**config.mk**
```make
export PLATFORM = sky130hd
export DESIGN_NAME = alu_issue_ctrl_flat
export DESIGN_NICKNAME = d
export VERILOG_FILES = /design/src/rtl/alu_issue_pkg.sv /design/src/rtl/alu_issue_if.sv /design/src/rtl/alu_op_decode.sv /design/src/rtl/alu_issue_ctrl.sv /design/src/flat_wrapper.sv
export SDC_FILE = /design/constraint.sdc
export NUM_CORES = 1
export LEC_CHECK = 0
export ABC_AREA = 1
export BUFFER_PORTS_ARGS = -buffer_cell sky130_fd_sc_hd__buf_2
export CELL_PAD_IN_SITES_DETAIL_PLACEMENT = 0
export CELL_PAD_IN_SITES_GLOBAL_PLACEMENT = 1
export CORE_MARGIN = 3
export CORE_UTILIZATION = 34
export DETAILED_ROUTE_END_ITERATION = 6
export PLACE_DENSITY = 0.85
export SYNTH_ARGS = -nofsm -noshare
export SYNTH_HDL_FRONTEND = slang
export SYNTH_SLANG_ARGS = --single-unit
```
**constraint.sdc**
```tcl
create_clock -name clk -period 1.6 [get_ports clk]
set_input_delay 0.08 -clock clk [delete_from_list [all_inputs] [get_ports clk]]
set_output_delay 0.08 -clock clk [all_outputs]
set_load 0.02 [all_outputs]
```
**src/rtl/alu_issue_pkg.sv**
```systemverilog
// Shared types and ALU operation codes for the ALU issue stage.
// Consumed by alu_op_decode, alu_issue_if and alu_issue_ctrl.
package alu_issue_pkg;

  localparam logic [3:0] OP_AND     = 4'b0000;
  localparam logic [3:0] OP_OR      = 4'b0001;
  localparam logic [3:0] OP_ADD     = 4'b0010;
  localparam logic [3:0] OP_SUB     = 4'b0011;
  localparam logic [3:0] OP_XOR     = 4'b0100;
  localparam logic [3:0] OP_EQ      = 4'b1000;
  localparam logic [3:0] OP_LUI     = 4'b1001;
  localparam logic [3:0] OP_ILLEGAL = 4'b1111;

  typedef enum logic [1:0] {
    ALUOP_MEM   = 2'b00,
    ALUOP_BR    = 2'b01,
    ALUOP_ARITH = 2'b10,
    ALUOP_LUI   = 2'b11
  } alu_op_e;

  typedef enum logic [1:0] {
    EMPTY = 2'd0,
    ONE   = 2'd1,
    TWO   = 2'd2
  } buf_state_e;

endpackage

```
**src/rtl/alu_issue_if.sv**
```systemverilog
// Decode-side and ALU-side handshake bundle of the issue stage.
// master = pipeline around the block, slave = alu_issue_ctrl.
interface alu_issue_if
  import alu_issue_pkg::*;
#(
  parameter int DATA_WIDTH    = 32,
  parameter int OPCODE_LENGTH = 4
);

  logic                     flush;
  logic                     in_valid;
  logic                     in_ready;
  alu_op_e                  ALUOp;
  logic [2:0]               Funct3;
  logic                     Funct7b5;
  logic                     IsRType;
  logic [DATA_WIDTH-1:0]    SrcA_in;
  logic [DATA_WIDTH-1:0]    SrcB_in;
  logic                     out_valid;
  logic                     out_ready;
  logic [OPCODE_LENGTH-1:0] Operation;
  logic [DATA_WIDTH-1:0]    SrcA;
  logic [DATA_WIDTH-1:0]    SrcB;
  logic                     Illegal;

  modport master (
    output flush, in_valid, ALUOp, Funct3, Funct7b5, IsRType, SrcA_in, SrcB_in, out_ready,
    input  in_ready, out_valid, Operation, SrcA, SrcB, Illegal
  );

  modport slave (
    input  flush, in_valid, ALUOp, Funct3, Funct7b5, IsRType, SrcA_in, SrcB_in, out_ready,
    output in_ready, out_valid, Operation, SrcA, SrcB, Illegal
  );

endinterface

```
**src/rtl/alu_op_decode.sv**
```systemverilog
// Combinational ALUOp/Funct3/Funct7b5/IsRType -> ALU Operation decoder.
// Undecodable combinations yield OP_ILLEGAL with Illegal set.
module alu_op_decode
  import alu_issue_pkg::*;
#(
  parameter int OPCODE_LENGTH = 4
) (
  input  alu_op_e                  ALUOp,
  input  logic [2:0]               Funct3,
  input  logic                     Funct7b5,
  input  logic                     IsRType,
  output logic [OPCODE_LENGTH-1:0] Operation,
  output logic                     Illegal
);

  always_comb begin
    // NOTE: defaults first so every path assigns both outputs and no latch is inferred.
    Operation = OP_ILLEGAL;
    Illegal   = 1'b1;
    unique case (ALUOp)
      ALUOP_MEM: begin
        Operation = OP_ADD;
        Illegal   = 1'b0;
      end
      ALUOP_LUI: begin
        Operation = OP_LUI;
        Illegal   = 1'b0;
      end
      ALUOP_BR: begin
        if (Funct3 == 3'b000) begin
          Operation = OP_EQ;
          Illegal   = 1'b0;
        end
      end
      ALUOP_ARITH: begin
        case (Funct3)
          3'b000: begin
            // I-type ADDI reuses bit 30 as immediate, so only R-type may select SUB
            Operation = (IsRType && Funct7b5) ? OP_SUB : OP_ADD;
            Illegal   = 1'b0;
          end
          3'b100: begin
            Operation = OP_XOR;
            Illegal   = 1'b0;
          end
          3'b110: begin
            Operation = OP_OR;
            Illegal   = 1'b0;
          end
          3'b111: begin
            Operation = OP_AND;
            Illegal   = 1'b0;
          end
          default: ;
        endcase
      end
      default: ;
    endcase
  end

endmodule

```
**src/rtl/alu_issue_ctrl.sv**
```systemverilog
// Registered ALU issue stage: decode on accept, two-entry skid buffer to the ALU.
// Optional saturating issue/illegal counters behind `ALU_ISSUE_STATS_EN.
module alu_issue_ctrl
  import alu_issue_pkg::*;
#(
  parameter int DATA_WIDTH    = 32,
  parameter int OPCODE_LENGTH = 4
) (
  input  logic        clk,
  input  logic        reset,
  alu_issue_if.slave  bus
`ifdef ALU_ISSUE_STATS_EN
  ,
  output logic [15:0] issued_count,
  output logic [15:0] illegal_count
`endif
);

  logic [OPCODE_LENGTH-1:0] dec_op;
  logic                     dec_illegal;

  alu_op_decode #(
    .OPCODE_LENGTH(OPCODE_LENGTH)
  ) u_decode (
    .ALUOp    (bus.ALUOp),
    .Funct3   (bus.Funct3),
    .Funct7b5 (bus.Funct7b5),
    .IsRType  (bus.IsRType),
    .Operation(dec_op),
    .Illegal  (dec_illegal)
  );

  buf_state_e               state_q;
  logic                     out_valid_q;
  logic                     in_ready_q;
  logic [OPCODE_LENGTH-1:0] head_op_q,  skid_op_q;
  logic                     head_ill_q, skid_ill_q;
  logic [DATA_WIDTH-1:0]    head_a_q,   skid_a_q;
  logic [DATA_WIDTH-1:0]    head_b_q,   skid_b_q;

  logic accept;
  logic pop;

  assign accept = bus.in_valid & in_ready_q;
  assign pop    = out_valid_q & bus.out_ready;

  // in_ready/out_valid are kept as their own flops so neither depends on out_ready.
  always_ff @(posedge clk) begin
    if (reset) begin
      // NOTE: the datapath entries are reset as well because Operation/SrcA/SrcB must read zero out of reset.
      state_q     <= EMPTY;
      out_valid_q <= 1'b0;
      in_ready_q  <= 1'b1;
      head_op_q   <= '0;
      head_ill_q  <= 1'b0;
      head_a_q    <= '0;
      head_b_q    <= '0;
      skid_op_q   <= '0;
      skid_ill_q  <= 1'b0;
      skid_a_q    <= '0;
      skid_b_q    <= '0;
    end else if (bus.flush) begin
      state_q     <= EMPTY;
      out_valid_q <= 1'b0;
      in_ready_q  <= 1'b1;
    end else begin
      // NOTE: non-blocking assignments so every flop samples pre-edge values, whatever the statement order.
      unique case (state_q)
        EMPTY: begin
          if (accept) begin
            head_op_q   <= dec_op;
            head_ill_q  <= dec_illegal;
            head_a_q    <= bus.SrcA_in;
            head_b_q    <= bus.SrcB_in;
            state_q     <= ONE;
            out_valid_q <= 1'b1;
          end
        end
        ONE: begin
          if (accept && pop) begin
            head_op_q  <= dec_op;
            head_ill_q <= dec_illegal;
            head_a_q   <= bus.SrcA_in;
            head_b_q   <= bus.SrcB_in;
          end else if (accept) begin
            skid_op_q  <= dec_op;
            skid_ill_q <= dec_illegal;
            skid_a_q   <= bus.SrcA_in;
            skid_b_q   <= bus.SrcB_in;
            state_q    <= TWO;
            in_ready_q <= 1'b0;
          end else if (pop) begin
            state_q     <= EMPTY;
            out_valid_q <= 1'b0;
          end
        end
        TWO: begin
          if (pop) begin
            head_op_q  <= skid_op_q;
            head_ill_q <= skid_ill_q;
            head_a_q   <= skid_a_q;
            head_b_q   <= skid_b_q;
            state_q    <= ONE;
            in_ready_q <= 1'b1;
          end
        end
        default: begin
          state_q     <= EMPTY;
          out_valid_q <= 1'b0;
          in_ready_q  <= 1'b1;
        end
      endcase
    end
  end

  assign bus.in_ready  = in_ready_q;
  assign bus.out_valid = out_valid_q;
  assign bus.Operation = head_op_q;
  assign bus.Illegal   = head_ill_q;
  assign bus.SrcA      = head_a_q;
  assign bus.SrcB      = head_b_q;

`ifdef ALU_ISSUE_STATS_EN
  logic [15:0] issued_q,  issued_d;
  logic [15:0] illegal_q, illegal_d;

  // A pop in a flush cycle is discarded, so it is not counted either.
  always_comb begin
    issued_d  = issued_q;
    illegal_d = illegal_q;
    if (pop && !bus.flush) begin
      if (issued_q != 16'hFFFF) issued_d = issued_q + 16'd1;
      if (head_ill_q && (illegal_q != 16'hFFFF)) illegal_d = illegal_q + 16'd1;
    end
  end

  always_ff @(posedge clk) begin
    if (reset) begin
      issued_q  <= '0;
      illegal_q <= '0;
    end else begin
      issued_q  <= issued_d;
      illegal_q <= illegal_d;
    end
  end

  assign issued_count  = issued_q;
  assign illegal_count = illegal_q;
`endif

endmodule

```
**src/flat_wrapper.sv**
```systemverilog
// flat-port wrapper written by rule: the top's interface ports become plain ports
module alu_issue_ctrl_flat import alu_issue_pkg::*;
#(
  parameter int DATA_WIDTH    = 32,
  parameter int OPCODE_LENGTH = 4
)
  (clk, reset, bus_flush, bus_in_valid, bus_ALUOp, bus_Funct3, bus_Funct7b5, bus_IsRType, bus_SrcA_in, bus_SrcB_in, bus_out_ready, bus_in_ready, bus_out_valid, bus_Operation, bus_SrcA, bus_SrcB, bus_Illegal);
  alu_issue_if #(.DATA_WIDTH(DATA_WIDTH), .OPCODE_LENGTH(OPCODE_LENGTH)) bus_i ();
  input  logic clk;
  input  logic reset;
  input wire logic [$bits(bus_i.flush)-1:0] bus_flush;
  input wire logic [$bits(bus_i.in_valid)-1:0] bus_in_valid;
  input wire logic [$bits(bus_i.ALUOp)-1:0] bus_ALUOp;
  input wire logic [$bits(bus_i.Funct3)-1:0] bus_Funct3;
  input wire logic [$bits(bus_i.Funct7b5)-1:0] bus_Funct7b5;
  input wire logic [$bits(bus_i.IsRType)-1:0] bus_IsRType;
  input wire logic [$bits(bus_i.SrcA_in)-1:0] bus_SrcA_in;
  input wire logic [$bits(bus_i.SrcB_in)-1:0] bus_SrcB_in;
  input wire logic [$bits(bus_i.out_ready)-1:0] bus_out_ready;
  output wire logic [$bits(bus_i.in_ready)-1:0] bus_in_ready;
  output wire logic [$bits(bus_i.out_valid)-1:0] bus_out_valid;
  output wire logic [$bits(bus_i.Operation)-1:0] bus_Operation;
  output wire logic [$bits(bus_i.SrcA)-1:0] bus_SrcA;
  output wire logic [$bits(bus_i.SrcB)-1:0] bus_SrcB;
  output wire logic [$bits(bus_i.Illegal)-1:0] bus_Illegal;
  assign bus_i.flush = bus_flush;
  assign bus_i.in_valid = bus_in_valid;
  assign bus_i.ALUOp = bus_ALUOp;
  assign bus_i.Funct3 = bus_Funct3;
  assign bus_i.Funct7b5 = bus_Funct7b5;
  assign bus_i.IsRType = bus_IsRType;
  assign bus_i.SrcA_in = bus_SrcA_in;
  assign bus_i.SrcB_in = bus_SrcB_in;
  assign bus_i.out_ready = bus_out_ready;
  assign bus_in_ready = bus_i.in_ready;
  assign bus_out_valid = bus_i.out_valid;
  assign bus_Operation = bus_i.Operation;
  assign bus_SrcA = bus_i.SrcA;
  assign bus_SrcB = bus_i.SrcB;
  assign bus_Illegal = bus_i.Illegal;
  alu_issue_ctrl #(.DATA_WIDTH(DATA_WIDTH), .OPCODE_LENGTH(OPCODE_LENGTH)) u_core (.clk(clk), .reset(reset), .bus(bus_i));
endmodule
```
After elaboration in Yosys (flattened, before gate mapping):

Index checks and enable logic that the tools add are counted.

* add/sub/neg operators: 0
* multiply operators: 0
* divide/modulo/power cells: 0
* $lt $le $gt $ge: 0
* eq/ne operators: 16
* shift operators: 0
* muxes and demuxes: 38
* bitwise operators: 6
* reduce and logical (&&, ||, !) cells: 14

Operators by type and width (count)
* 2-to-1 mux 32 bit: 6
* one-hot mux 32 bit (3 select lines): 2
* one-hot mux 4 bit (4 select lines): 2
* 2-to-1 mux 1 bit: 13
* 2-to-1 mux 4 bit: 3
* one-hot mux 1 bit (3 select lines): 4
* one-hot mux 4 bit (3 select lines): 1
* AND reduction 4 bit: 3
* 2-to-1 mux 2 bit: 5
* != test 2 x 1 -> 1 bit (second input constant): 5
* AND reduction 5 bit: 2
* == test 3 bit (second input constant): 3
* == test 2 bit (second input constant): 3
* one-hot mux 2 bit (3 select lines): 1
* == test 2 x 1 -> 1 bit (second input constant): 2
* zero test 2 bit: 2
* != test 2 bit (second input constant): 2
* NOT 1 bit: 4
* OR reduction 2 bit: 2
* OR reduction 4 bit: 1
* zero test 3 bit: 1
* 2-to-1 mux 3 bit: 1
* != test 3 x 1 -> 1 bit (second input constant): 1
* nonzero test 3 bit: 1
* 2 further kinds: 4

* register bits: 142
* latch bits: 0
* memory bits (writable): 0
* memory bits (read-only): 0
* bits of input ports: 76
* logic and storage cells: 85
* memories: 0

Longest topological paths before layout:

Gate-level depths: netlist (run 1).

* word-level depth: 6
* gate-level depth with buffers: 9

By module:

Synthesis (run 1) repeated with hierarchy kept, for this count alone.

* cells, all modules: 1047
* area, all modules: 6642.6 sq um

Modules (own cells, without submodules)
* alu_issue_ctrl: times used 1, cells an instance 1016, area each 6467.5 sq um
* alu_op_decode: times used 1, cells an instance 31, area each 175.2 sq um

Worst setup path before layout (run 1):

OpenSTA, ideal clock, no wires.

* path type: register -> register
* from: reg u_core.in_ready_q, in the netlist u_core.bus.in_ready
* to: reg u_core.skid_b_q[29]
* setup time: 0.119 ns
* data arrival time: 1.362 ns
* required time: 1.481 ns
* path slack: 0.119 ns
* stages on the path, launching flop included: 8
* clock period less this slack: 1.481 ns
* cell sequence: dfxtp_1 > nand2_1 > nor3_2 > nand3_2 > buf_4 > buf_4 > o21ai_0 > a21oi_1

* word-level cells in the longest chain between the ends: 4

RTL lines
* from (decl): RTL line alu_issue_ctrl.sv:35 `logic in_ready_q;`
* from (signal assigned): RTL line alu_issue_ctrl.sv:53 `in_ready_q <= 1'b1;`
* from (signal assigned): RTL line alu_issue_ctrl.sv:65 `in_ready_q <= 1'b1;`
* from (signal assigned): RTL line alu_issue_ctrl.sv:91 `in_ready_q <= 1'b0;`
* AND 1 bit (*): RTL line alu_issue_ctrl.sv:44 `assign accept = bus.in_valid & in_ready_q;`
* logical AND 1 bit: RTL line alu_issue_ctrl.sv:80 `if (accept && pop) begin`
* NOT 1 bit (no source line)
* AND reduction 4 bit (no source line) (*)
* to (signal assigned): RTL line alu_issue_ctrl.sv:89 `skid_b_q <= bus.SrcB_in;`
* to (decl): RTL line alu_issue_ctrl.sv:39 `logic [DATA_WIDTH-1:0] head_b_q, skid_b_q;`

Every way passes the cells marked *; elsewhere a longest branch is shown, timed or not.
A chain may end at the register's enable or synchronous reset.

Worst setup path in the final report (run 1):

* from: reg u_core.in_ready_q, in the netlist u_core.bus.in_ready
* to: reg u_core.head_a_q[31], in the netlist u_core.bus.SrcA[31]

* word-level cells in the longest chain between the ends: 4
* elaborated cells between the ends (all ways): 5
* those cells by class: eq/ne (2); bitwise (1); reduce/logical (2)

RTL lines
* AND 1 bit (*): RTL line alu_issue_ctrl.sv:44
* logical AND 1 bit: RTL line alu_issue_ctrl.sv:80
* != test 2 x 1 -> 1 bit (no source line)
* AND reduction 5 bit (no source line) (*)
* to (signal assigned): RTL line alu_issue_ctrl.sv:73 `head_a_q <= bus.SrcA_in;`
* to (signal assigned): RTL line alu_issue_ctrl.sv:83 `head_a_q <= bus.SrcA_in;`
* to (signal assigned): RTL line alu_issue_ctrl.sv:101 `head_a_q <= skid_a_q;`
* to (decl): RTL line alu_issue_ctrl.sv:38 `logic [DATA_WIDTH-1:0] head_a_q, skid_a_q;`

Marks and branches as above.

==> results of run 1 <==
## critical path, cell delays in order (launching register included)
cell	delay [ps]
dfxtp_1	310
nand2_1	120
inv_1	90
nor2_2	190
inv_2	90
nand4_4	100
buf_12	240
o21ai_0	110
nor2_1	110
## routing by layer
metal  share of wire  wire [um]
met5               0          0
met1            0.48       7530
met3           0.054        840
met4          0.0074        116
met2            0.46       7220
## per-stage QoR
stage,setup slack [ps],instance area (sq um),util
after floorplan,119,5990,-
after global placement,57.9,7040,0.416
after detailed placement,60.3,7040,0.416
after CTS,49.2,8300,0.490
after global routing,9.77,8330,0.492
final,151,8330,0.492
## path summary, 6_finish.rpt
kind	slack (ps)	cells after the start	startpoint	endpoint
max	150	8	u_core.bus.in_ready$_SDFFE_PP1P_	u_core.bus.SrcA[31]$_SDFFE_PP0P_
min	50	4	bus_flush	u_core.bus.out_valid$_SDFFE_PP0P_
max reg2reg	150	8	u_core.bus.in_ready$_SDFFE_PP1P_	u_core.bus.SrcA[31]$_SDFFE_PP0P_
min reg2reg	450	2	u_core.skid_a_q[22]$_SDFFE_PP0P_	u_core.skid_a_q[22]$_SDFFE_PP0P_
## kinds of logic after synthesis
| kind of cell | after synthesis | synth area share |
|---|---|---|
| AO/OA/AOI/OAI | 220 | 0.185 |
| adder cells (fa/ha/maj) | 4 | 0.00835 |
| buffers and inverters | 117 | 0.0867 |
| AND/OR/NAND/NOR | 379 | 0.246 |
| flip-flops | 142 | 0.474 |
## layout by cell type, fill, tap and decap left out, drive strengths merged
cell	instances
a21oi	47
buf	172
bufinv	2
clkbuf	20
clkinv	7
clkinvlp	5
dfxtp	142
dlygate4sd3	66
ha	4
inv	57
nand2	154
nand3	9
nand4	2
nor2	211
nor3	3
o211ai	1
o21ai	171
o21bai	1
## where the power goes
part           internal [mW]  switching [mW]
Clock                   2.39            1.55
Combinational          0.535           0.718
Sequential              3.72          0.0897
Total                   6.64            2.35
## timing repair
item	CTS	global route
resized for setup	0	6
endpoints found under the setup margin	0	83
hold buffers	66	0
setup buffers	0	2
hold endpoints to repair	72	0
## area by class of cell
cell class	instances	area, sq um	share of cell area
inverter	59	226	0.0272
timing repair buffer	238	1730	0.207
multi-input combinational	603	2660	0.319
clock buffer	20	457	0.0548
sequential	142	2850	0.342
tap	220	275	0.0330
clock inverter	12	139	0.0167
## registers in the layout (all words and copies together), names as in the netlist
name,flops
u_core.bus.out_valid,1
u_core.skid_b_q,32
u_core.skid_a_q,32
u_core.bus.Operation,4
u_core.bus.SrcA,32
u_core.state_q,2
u_core.bus.SrcB,32
u_core.skid_ill_q,1
u_core.skid_op_q,4
u_core.bus.in_ready,1
u_core.bus.Illegal,1
==> metrics.yaml, run 1 <==
setup_path:
  critPathArrivalTime_ps: 1790
  endpoint_kind: "flip-flop"
  timing.critical_path.required_ps: 1950
  crit_path_max_fanout: 44
  setup.worst_path.start_class: "flip-flop"
  crit_type: "reg -> reg"
synth:
  yosys_register_bits: 142
  yosysWarnings: 0
  syn_area_sq_um: 5990
  synthMostInstantiatedCell: "nor2_1"
  synth_edf_count: 0
  synthTopCellsByCount: "nor2_1, nand2_1, dfxtp_1"
  leading_register_cell_type_out_of_synthesis: "dfxtp_1"
  synthesis.area_per_instance_sq_um: 6.95
  seq_area_frac_synth: 0.474
  share_of_synthesized_registers_carrying_an_async_set_or_reset: 0
  synth.top_cells.by_area: "dfxtp_1, nor2_1, nand2_1"
  netlist-cell-type-count: 25
  netlist.top_cell.by_area: "dfxtp_1"
  syn-instance-count: 862
  syn-num-nets: 942
  synth_top_area_frac: 0.474
global_routing:
  first_global_vias: 5500
  grt_overflow_total: 0
  groute.layer.met3.usage: 0.0352
  globalRouteTotalUtil: 0.163
  grt_max_degree: 81
  grt_pass1_wl_mm: 26.4
  top_usage_layer: "met2"
  met1_usage: 0.212
  grt_antenna_before_repair: 0
  global_route.usage.met2: 0.272
sta:
  relSlewSlack: 0.667
  timing.clock.skew_ps: 9.89
  highest_clock_frequency_the_design_can_meet_ghz: 0.690
  tightestPinTransition_ps: 499
  timing.final.max_slew_violations: 0
  min_period_ps: 1450
  final_hold_fails: 0
  totalNegativeSetupSlack_ps: 0
  fin_worst_hold_slack_ps: 47.1
  grt_setup_unrepaired: "false"
  final.period_utilization: 0.906
  report.final.setup_viol: 0
power_and_ir_drop:
  vdd.ir_drop.worst_v: 0.000992
  total_leakage_power_nw: 3.78
  p_per_area_nw_per_um2: 1080
  total_power_mw: 8.99
drt:
  routedWlPerCell_um: 12.1
  vias: 5896
  route.detailed.vias_per_inst: 4.56
  route.antenna.remaining_nets: 0
  first_pass_iters: 4
  total_wire_length_mm: 15.7
  dr.first_iter.drc_count: 341
  drc_errors: 0
layout:
  diode_insertion_count_for_antenna_repair: 0
  post_layout_instance_count_excluding_filler_cells: 1294
  area.growth.synth_to_final_pct: 39.0
  fillerInstances: 1690
  drive_above_1_share: 0.204
  nNetsFinal: 1141
clock_tree:
  cts_max_level: 4
  tritoncts: "yes"
  tritoncts.num_buffers: 17
  cts-root-buf: "clkbuf_16"
  cts_buffer_depth: 2
  clock-sinks: 142
  clkLatencyLatePin_ps: 420
  clkSlewWorstSetupHoldPaths_ps: 60
floorplanning:
  boundaryPins: 147
  die_width_um: 139
  core-area_sq_um: 16900
  total_die_area_sq_um: 19300
  floorplan.initialDensity: 0.354
  rows: 47
  die_height_um: 139
placed_design:
  io_buffer_count: 146
  dpl.hpwl_mm: 9.89
  place_inst: 1194
  place_congestion: 0.801
job:
  drv.max_cap_violation_count: 0
status:
  outcome: "finished clean"
min_path:
  holdCritPathClass: "in -> reg"
No activity file was read; power rests on OpenSTA's default activity.
==> run 2: changes to the inputs <==
--- a/config.mk
+++ b/config.mk
@@ -10,9 +10,10 @@
 export CELL_PAD_IN_SITES_DETAIL_PLACEMENT = 0
 export CELL_PAD_IN_SITES_GLOBAL_PLACEMENT = 1
 export CORE_MARGIN = 3
-export CORE_UTILIZATION = 34
+export CORE_UTILIZATION = 37
 export DETAILED_ROUTE_END_ITERATION = 6
-export PLACE_DENSITY = 0.85
+export PLACE_DENSITY_LB_ADDON = 0.3
+export SLEW_MARGIN = 20
 export SYNTH_ARGS = -nofsm -noshare
 export SYNTH_HDL_FRONTEND = slang
 export SYNTH_SLANG_ARGS = --single-unit
==> metrics.yaml, run 2 (synthesized netlist as in run 1, its figures left out) <==
status:
  outcome: "finished clean"  # unchanged
setup_path:
  internal_reg_to_reg_setup_slack_ps: 80  # was 150 ps
  crit_path_max_fanout: 87  # was 44
  critPathArrivalTime_ps: 1810  # was 1790 ps
  timing.critical_path.required_ps: 1890  # was 1950 ps
  worst_path_max_delay_cell: "dfxtp_1"  # unchanged
  crit_buf_inv: 1  # was 3
  critical-path-max-stage-delay_ps: 380  # was 310 ps
  timing.critical_path.max_delay_family: "simple AND/OR/NAND/NOR gates"  # unchanged
  worstPathCellList: "nor3_2 -> nand3_4 -> buf_12 -> o21ai_0 -> a21oi_1"  # was nand2_1 -> inv_1 -> nor2_2 -> inv_2 -> nand4_4 -> buf_12 -> o21ai_0 -> nor2_1
  endpoint_kind: "flip-flop"  # unchanged
  crit_type: "reg -> reg"  # unchanged
  setup.worst_path.start_class: "flip-flop"  # unchanged
layout:
  area.growth.synth_to_final_pct: 38.5  # was 39.0%
  nNetsFinal: 1141  # unchanged
  diode_insertion_count_for_antenna_repair: 0  # unchanged
  leading_cell_type_in_the_layout_fill_and_taps_excluded: "nor2_1"  # unchanged
  highest_count_cells_in_the_layout_ignoring_fill_and_taps: "nor2_1, nand2_1, buf_2"  # unchanged
  stdcell_area_sq_um: 8300  # was 8330 sq um
  drive_above_1_share: 0.201  # was 0.204
placed_design:
  place_congestion: 0.758  # was 0.801
  dpl.hpwl_mm: 10.2  # was 9.89 mm
  dp_worst_setup_slack_ps: 51.4  # was 60.3 ps
  io_buffer_count: 146  # unchanged
  place_area_sq_um: 7050  # was 7040 sq um
sta:
  final_hold_fails: 0  # unchanged
  highest_clock_frequency_the_design_can_meet_ghz: 0.658  # was 0.690 GHz
  final.period_utilization: 0.949  # was 0.906
  tightestPinTransition_ps: 373  # was 499 ps
  timing.clock.skew_ps: 7.65  # was 9.89 ps
  setup_ws_ps: 81.2  # was 151 ps
  report.final.setup_viol: 0  # unchanged
  relSlewSlack: 0.751  # was 0.667
  timing.final.max_slew_violations: 0  # unchanged
  min_period_ps: 1520  # was 1450 ps
  grt_setup_unrepaired: "true"  # was false
floorplanning:
  total_die_area_sq_um: 17800  # was 19300 sq um
  rows: 45  # was 47
  boundaryPins: 147  # unchanged
  die_width_um: 133  # was 139 um
  core-area_sq_um: 15500  # was 16900 sq um
  floorplan.initialDensity: 0.386  # was 0.354
  die_height_um: 133  # was 139 um
global_routing:
  grt_overflow_total: 0  # unchanged
  grt_pass1_wl_mm: 26.0  # was 26.4 mm
  grt_antenna_before_repair: 0  # unchanged
  grt_max_degree: 88  # was 81
  globalRouteTotalUtil: 0.178  # was 0.163
  first_global_vias: 5278  # was 5500
drt:
  drc_errors: 0  # unchanged
  first_pass_iters: 4  # unchanged
  route.antenna.remaining_nets: 0  # unchanged
  route.detailed.vias_per_inst: 4.57  # was 4.56
  vias: 5870  # was 5896
  total_wire_length_mm: 15.9  # was 15.7 mm
  routedWlPerCell_um: 12.4  # was 12.1 um
  dr.first_iter.drc_count: 286  # was 341
clock_tree:
  clkSlewWorstSetupHoldPaths_ps: 60  # about the same
  clkLatencyLatePin_ps: 410  # was 420 ps
  cts_max_level: 4  # unchanged
  tritoncts: "yes"  # unchanged
  cts-root-buf: "clkbuf_16"  # unchanged
  cts_buffer_depth: 2  # unchanged
  tritoncts.num_buffers: 17  # unchanged
  clock-sinks: 142  # unchanged
power_and_ir_drop:
  p_comb_frac: 0.141  # was 0.139
  switching_share: 0.259  # was 0.262
  total_leakage_power_nw: 3.77  # was 3.78 nW
  power.internal_mw: 6.59  # was 6.64 mW
  power.switching_mw: 2.30  # was 2.35 mW
  p_seq_frac: 0.428  # was 0.423
  p_per_area_nw_per_um2: 1070  # was 1080 nW/um^2
  vdd.ir_drop.worst_v: 0.000742  # was 0.000992 V
  clkPwrFrac: 0.431  # was 0.437
min_path:
  holdCritPathClass: "in -> reg"  # unchanged
job:
  drv.max_cap_violation_count: 0  # unchanged
[run 2: layer usage]
layer  global-route usage  part of all wire  routed length, um
met1                0.238              0.48               7620
met2                0.293              0.46               7340
met3               0.0378             0.047                752
met4               0.0520             0.011                178
met5                    0                 0                  0
[run 2: timing repair]
| item | 4_1_cts | 5_1_grt |
|---|---|---|
| buffers inserted | 0 | 1 |
| resized for setup | 0 | 2 |
| endpoints found under the hold margin | 69 | 0 |
| setup endpoints to repair | 0 | 95 |
| hold buffers | 66 | 0 |
[run 2: path summary, 6_finish.rpt]
path,startpoint,end,depth (start not counted)
min reg2reg,u_core.skid_a_q[27]$_SDFFE_PP0P_,u_core.skid_a_q[27]$_SDFFE_PP0P_,2
max reg2reg,u_core.state_q[1]$_SDFFE_PP0P_,u_core.skid_a_q[6]$_SDFFE_PP0P_,5
max,u_core.state_q[1]$_SDFFE_PP0P_,u_core.skid_a_q[6]$_SDFFE_PP0P_,5
min,bus_SrcA_in[23],u_core.skid_a_q[23]$_SDFFE_PP0P_,3
[run 2: layout make-up]
| type | instances | area (sq um) |
|---|---|---|
| clock buffers | 22 | 494 |
| clock inverters | 9 | 83.8 |
| fillers | 1584 | 7240 |
| inverters | 59 | 223 |
| multi-input cells | 603 | 2660 |
| flip-flops and latches | 142 | 2840 |
| well taps | 211 | 264 |
| repair buffers | 238 | 1740 |
[run 2: stage by stage]
stage	total power, mW	utilization	hold WS [ps]	cells	setup TNS [ps]
2_1_floorplan	4.58	-	193	862	0
6_report	8.88	0.534	13.1	1284	0
3_3_place_gp	5.01	0.454	343	1186	0
5_1_grt	9.31	0.534	48.8	1284	-39.9
3_5_place_dp	5.02	0.454	342	1186	0
4_1_cts	8.99	0.533	0.701	1283	0
[run 2: power by group through the flow]
| stage | clock [mW] | combinational [mW] | sequential, mW |
|---|---|---|---|
| detailed placement | 0 | 1.13 | 3.89 |
| floorplan | 0 | 0.539 | 4.04 |
| finish | 3.83 | 1.25 | 3.81 |
| CTS | 3.92 | 1.26 | 3.81 |
| global route | 4.09 | 1.39 | 3.83 |
| global placement | 0 | 1.13 | 3.88 |
[run 2: worst reg2reg max path, cell delays in order (launching register included)]
cell     delay [ps]
dfxtp_1         380
nor3_2          300
nand3_4         130
buf_12          200
o21ai_0         310
a21oi_1          60
